$ cat src/rtl/lab6_pkg.sv
// Shared constants for the lab6 CPU: instruction width, HALT encoding and loader states.
// Pure declarations; no logic.
package lab6_pkg;

  localparam int INSTR_W = 16;
  localparam logic [INSTR_W-1:0] HALT_WORD = 16'h0001;

  localparam logic [1:0] ST_IDLE = 2'd0;
  localparam logic [1:0] ST_LOAD = 2'd1;
  localparam logic [1:0] ST_FULL = 2'd2;

  typedef enum logic [1:0] {
    IDLE = ST_IDLE,
    LOAD = ST_LOAD,
    FULL = ST_FULL
  } ld_state_t;

endpackage

$ cat src/rtl/iram_load_fsm.sv
// Program-load sequencer: write pointer, word count and overflow flag; one word per cycle.
// Write strobe is issued in the accepting cycle; LD_READY is low outside LOAD, FULL drops data.
module iram_load_fsm
  import lab6_pkg::*;
#(
  parameter int DEPTH = 128
) (
  input  logic                       CLK,
  input  logic                       RESET,
  input  logic                       LD_START,
  input  logic                       LD_VALID,
  input  logic                       LD_LAST,
  output logic                       LD_READY,
  output logic                       BUSY,
  output logic                       wr_en,
  output logic [$clog2(DEPTH)-1:0]   wr_addr,
  output logic [$clog2(DEPTH):0]     LD_COUNT,
  output logic                       LD_ERR
);

  localparam int PTR_W = $clog2(DEPTH);
  localparam int CNT_W = PTR_W + 1;
  localparam logic [PTR_W-1:0] PTR_MAX = PTR_W'(DEPTH - 1);
  localparam logic [CNT_W-1:0] CNT_MAX = CNT_W'(DEPTH);

  ld_state_t        state, state_nxt;
  logic [PTR_W-1:0] ptr, ptr_nxt;
  logic [CNT_W-1:0] cnt, cnt_nxt;
  logic             err, err_nxt;

  always_ff @(posedge CLK) begin
    if (RESET) begin
      state <= IDLE;
      ptr   <= '0;
      cnt   <= '0;
      err   <= 1'b0;
    end else begin
      state <= state_nxt;
      ptr   <= ptr_nxt;
      cnt   <= cnt_nxt;
      err   <= err_nxt;
    end
  end

  always_comb begin
    state_nxt = state;
    ptr_nxt   = ptr;
    cnt_nxt   = cnt;
    err_nxt   = err;
    wr_en     = 1'b0;
    LD_READY  = 1'b0;
    BUSY      = 1'b0;
    case (state)
      IDLE: begin
        // LD_LAST alone means nothing here; START wins if both arrive together.
        if (LD_START) begin
          state_nxt = LOAD;
          ptr_nxt   = '0;
          cnt_nxt   = '0;
        end
      end
      LOAD: begin
        LD_READY = 1'b1;
        BUSY     = 1'b1;
        if (LD_START) begin
          ptr_nxt = '0;
          cnt_nxt = '0;
        end else if (LD_VALID) begin
          wr_en = 1'b1;
          if (cnt != CNT_MAX) cnt_nxt = cnt + CNT_W'(1);
          if (ptr != PTR_MAX) ptr_nxt = ptr + PTR_W'(1);
          if (LD_LAST)
            state_nxt = IDLE;
          else if (ptr == PTR_MAX)
            state_nxt = FULL;
        end
      end
      FULL: begin
        // Every slot is written; further data is an overflow until the host closes the load.
        BUSY = 1'b1;
        if (LD_START) begin
          state_nxt = LOAD;
          ptr_nxt   = '0;
          cnt_nxt   = '0;
        end else if (LD_VALID) begin
          err_nxt = 1'b1;
        end else if (LD_LAST) begin
          state_nxt = IDLE;
        end
      end
      default: state_nxt = IDLE;
    endcase
  end

  assign wr_addr  = ptr;
  assign LD_COUNT = cnt;
  assign LD_ERR   = err;

endmodule

$ cat src/rtl/lab6iram_loadable.sv
// Instruction memory with runtime load port; combinational fetch on a byte address (0-cycle).
// Loader accepts one word per cycle while LD_READY; fetch returns HALT whenever a load is active.
module lab6iram_loadable
  import lab6_pkg::*;
#(
  parameter int ADDR_W = 8,
  parameter int DATA_W = INSTR_W,
  parameter int DEPTH  = 128
) (
  input  logic                     CLK,
  input  logic                     RESET,
  input  logic [ADDR_W-1:0]        ADDR,
  output logic [DATA_W-1:0]        Q,
  output logic                     MISALIGN,
  output logic                     BUSY,
  input  logic                     LD_START,
  input  logic                     LD_VALID,
  output logic                     LD_READY,
  input  logic [DATA_W-1:0]        LD_DATA,
  input  logic                     LD_LAST,
  output logic [$clog2(DEPTH):0]   LD_COUNT,
  output logic                     LD_ERR
);

  localparam int PTR_W = $clog2(DEPTH);
  localparam logic [DATA_W-1:0] HALT = DATA_W'(HALT_WORD);

  logic [DATA_W-1:0] mem [DEPTH];
  logic              wr_en;
  logic [PTR_W-1:0]  wr_addr;
  logic [ADDR_W-2:0] word_idx;

  iram_load_fsm #(
    .DEPTH (DEPTH)
  ) u_fsm (
    .CLK      (CLK),
    .RESET    (RESET),
    .LD_START (LD_START),
    .LD_VALID (LD_VALID),
    .LD_LAST  (LD_LAST),
    .LD_READY (LD_READY),
    .BUSY     (BUSY),
    .wr_en    (wr_en),
    .wr_addr  (wr_addr),
    .LD_COUNT (LD_COUNT),
    .LD_ERR   (LD_ERR)
  );

  always_ff @(posedge CLK) begin
    if (RESET) begin
      for (int i = 0; i < DEPTH; i++) mem[i] <= HALT;
    end else if (wr_en) begin
      mem[wr_addr] <= LD_DATA;
    end
  end

  // Byte address to word index; bit 0 only feeds the misalignment flag.
  assign word_idx = ADDR[ADDR_W-1:1];
  assign MISALIGN = ADDR[0];
  assign Q        = BUSY ? HALT : mem[word_idx];

endmodule

$ cat config.mk
export PLATFORM = sky130hd
export DESIGN_NAME = lab6iram_loadable
export DESIGN_NICKNAME = d
export VERILOG_FILES = /design/src/rtl/lab6_pkg.sv /design/src/rtl/iram_load_fsm.sv /design/src/rtl/lab6iram_loadable.sv
export SDC_FILE = /design/constraint.sdc
export NUM_CORES = 2
export LEC_CHECK = 0
export BUFFER_PORTS_ARGS = -buffer_cell sky130_fd_sc_hd__buf_2
export CORE_MARGIN = 8
export CORE_UTILIZATION = 32
export CTS_CLUSTER_DIAMETER = 150
export DETAILED_ROUTE_END_ITERATION = 7
export GPL_ROUTABILITY_DRIVEN = 0
export SETUP_SLACK_MARGIN = 0.02
export SLEW_MARGIN = 20
export SYNTH_ARGS = -nofsm -noshare
export SYNTH_HDL_FRONTEND = slang
export SYNTH_SLANG_ARGS = --single-unit
$ cat constraint.sdc
create_clock -name CLK -period 2.5 [get_ports CLK]
set_input_delay 0.25 -clock CLK [delete_from_list [all_inputs] [get_ports CLK]]
set_output_delay 0.25 -clock CLK [all_outputs]
set_load 0.01 [all_outputs]
==> reports/results.txt <==
Post-synthesis mux area share -> 0.116
Worst-path clk slew -> 0.06 ns
Crit. End Element -> output pin
Synth top area cells -> edfxtp_1 65%, and2_1 13%, mux4_2 7.4%, mux2i_1 3.8%, clkbuf_1 1.8%
Worst IR Drop VDD -> 0.668 mV
Sequential share of the synthesized area -> 0.650
CTS root buf -> clkbuf_16
Die width -> 561 um
Slew Viols, Final -> 0
Post-Syn Instances -> 6,595
Min-Delay Path Class -> primary input to register
Netlist cell types -> 60
Routed WL per cell -> 25.7 um
Clock buffer depth -> 4
CTS sink cnt -> 2,066
Post-route setup slack -> -0.953 ns
Dpl hpwl -> 190 mm
Crit path max-delay family -> compound AO/OA/AOI/OAI gates
Largest net degree at the start of global routing -> 134
Post-Syn Area -> 95,200 sq um
Remaining Overflow, GRT -> 0
Max-capacitance violation count -> 0
Asr flop ratio synth -> 0
Crit path time final -> 3.45 ns
Post-synthesis compound-gate area fraction -> 0.0349
Power Density -> 684 nW/um^2
H-tree depth reported by CTS -> 4
WS Path Type -> register to output pin
Leak pwr -> 40.9 nW
Final setup vio count -> 16
RSZ-0062 raised after global routing -> yes
Crit share post-route -> 1.38
Initial antenna violation count -> 19
Largest family of logic cells by synthesized area -> simple AND/OR/NAND/NOR gates
Critical path buffer and inverter count -> 2
CORE AREA -> 296,000 sq um
Required time worst endpoint -> 2.25 ns
Crit-path slowest cell -> mux4_2
Failing checks -> negative setup slack
Commonest non-fill, non-tap cell in the layout -> edfxtp_1
Most frequent cells in the layout -> 2,048 x edfxtp_1, 1,929 x and2_1, 594 x buf_4
Antenna Violating Nets Remaining -> 0
Synth top area share -> 0.646
Layout fillers -> 27,400
CP dominant cell by count -> buf_6
Run status -> complete, but fails checks
Layout cells sized above 1 -> 0.248
Starting Density -> 0.321
Post-Synth Adder-Cell Area -> 0.000920
Yosys warns -> 0
Synthesis-stage register bit count -> 2,066
Fin cells -> 11,200
Layout Skew -> 0.0535 ns
Final Hold Viols -> 0
Die extent in y -> 561 um
Arr. time, crit path -> 3.20 ns
Num CTS Buffers -> 214
CP startpoint kind -> register
First-pass GRT wire length -> 409 mm
Port buffer count -> 54
Skew-Pair Late Insertion Delay -> 0.89 ns
Starting DRC count in detailed routing -> 6,245
Slew HR -> 0.335
Crit Path Max Fanout -> 1
Crit path cell chain -> mux4_2 > a22o_1 > a221oi_4 > buf_6 > o22ai_4 > nor4_4 > a21oi_4 > buf_6
Worst slew pin tran -> 0.998 ns
Tot Pwr -> 0.0785 W
Main flop type after synthesis -> edfxtp_1
Fmax -> 0.290 GHz
Inst Count DP -> 10,800
Synth Net Count -> 6,631
Drc violations -> 0
Detailed Routing Iterations Pass 1 -> 5
Pre-CTS WS -> -1.30 ns
CTS tree -> yes
Num rows -> 200
Synth-to-layout area growth -> 20.5%
Global-route usage over all layers -> 0.174
Post-synth EDFFs -> 2,048
DIE AREA -> 315,000 sq um
Cell taking the most area after synthesis -> edfxtp_1
Final net count -> 7,104
Vias in the first global route -> 58,000
Synth Area in Simple Gates -> 0.168
Post-Route Utilization -> 0.387
Vias -> 58,000
Post-Synth XOR/XNOR Area -> 0.000920
DR vias/cell -> 5.18
Final WL -> 287 mm
Synthesized area per cell -> 14.4 sq um
CP max stage delay -> 0.48 ns
I/O pin count -> 57
state kept, by name, indices dropped and copies added (netlist names):
name / flops
u_fsm.state: 2
u_fsm.LD_COUNT: 8
mem: 2048
u_fsm.wr_addr: 7
u_fsm.LD_ERR: 1
final timing paths:
kind	slack (ns)	endpoint	startpoint	cells after the start
worst max register to register	0.03	mem[55][0]	u_fsm.state[1]	10
worst min-delay path	0.05	mem[95][1]	LD_DATA[1]	2
worst max-delay path	-0.95	Q[10]	mem[119][10]	8
worst min register to register	0.55	u_fsm.LD_COUNT[7]	u_fsm.LD_COUNT[7]	2
final cells by class:
cell class	count	area, sq um	area share
Clock inverter	125	1120	0.00981
Antenna cell	8	20.0	0.000175
Inverter	10	37.5	0.000327
Sequential cell	2066	61900	0.539
Tap cell	3939	4930	0.0430
Timing Repair Buffer	881	9500	0.0828
Multi-Input combinational cell	3895	31600	0.276
Clock buffer	260	5570	0.0486
timing repair:
item,CTS,global route
setup endpoints to repair,1121,939
cloned,0,10
hold buffers,15,0
hold endpoints to repair,92,0
setup buffers,4,14
pin swaps,39,44
gates resized for setup,152,132
cells in the mapped netlist, types with 88 or more instances:
cell type / number
a21oi_1: 99
a22oi_1: 192
and2_1: 1930
buf_2: 88
clkbuf_1: 461
edfxtp_1: 2048
mux2i_1: 364
mux4_2: 314
nand2_1: 95
nor2_1: 160
or2_2: 132
or3_1: 131
worst register-to-register path: stages (launching register included):
cell and delay, ns:
dfxtp_2 0.33, inv_2 0.07, ha_4 0.13, and2b_2 0.18
nand3b_4 0.17, nor2_4 0.28, nand3_4 0.16, buf_4 0.21
clkbuf_16 0.20, buf_4 0.15, or3_1 0.33
routing by layer:
layer / wire length, um / track usage / share of wire
met2: 134000 / 0.284 / 0.47
met1: 117000 / 0.234 / 0.41
met5: 52 / 0 / 0.00018
met3: 24500 / 0.0326 / 0.085
met4: 11300 / 0.0607 / 0.039
through the flow:
stage / area (sq um) / setup TNS, ns / hold WS, ns
floorplan: 95200 / 0 / 0.415
global placement: 106000 / -18.22 / 0.458
detailed placement: 106000 / -44.42 / 0.464
CTS: 114000 / -13.85 / 0.00282
global route: 115000 / -14.86 / 0.0209
finish: 115000 / -11.93 / 0.0452
report_power, final:
group          leakage (nW)  switching [W]  internal, W
combinational          17.7        0.00417      0.00291
clock                  3.28         0.0137       0.0178
sequential             19.9       0.000444       0.0395
cells by family after synthesis:
family / count (synthesis)
AO/OA/AOI/OAI: 504
XOR/XNOR: 10
adder cells (fa/ha/maj): 7
buffers and inverters: 635
flip-flops: 2066
multiplexers: 706
AND/OR/NAND/NOR: 2667
Power figures use the tool's default switching activity.
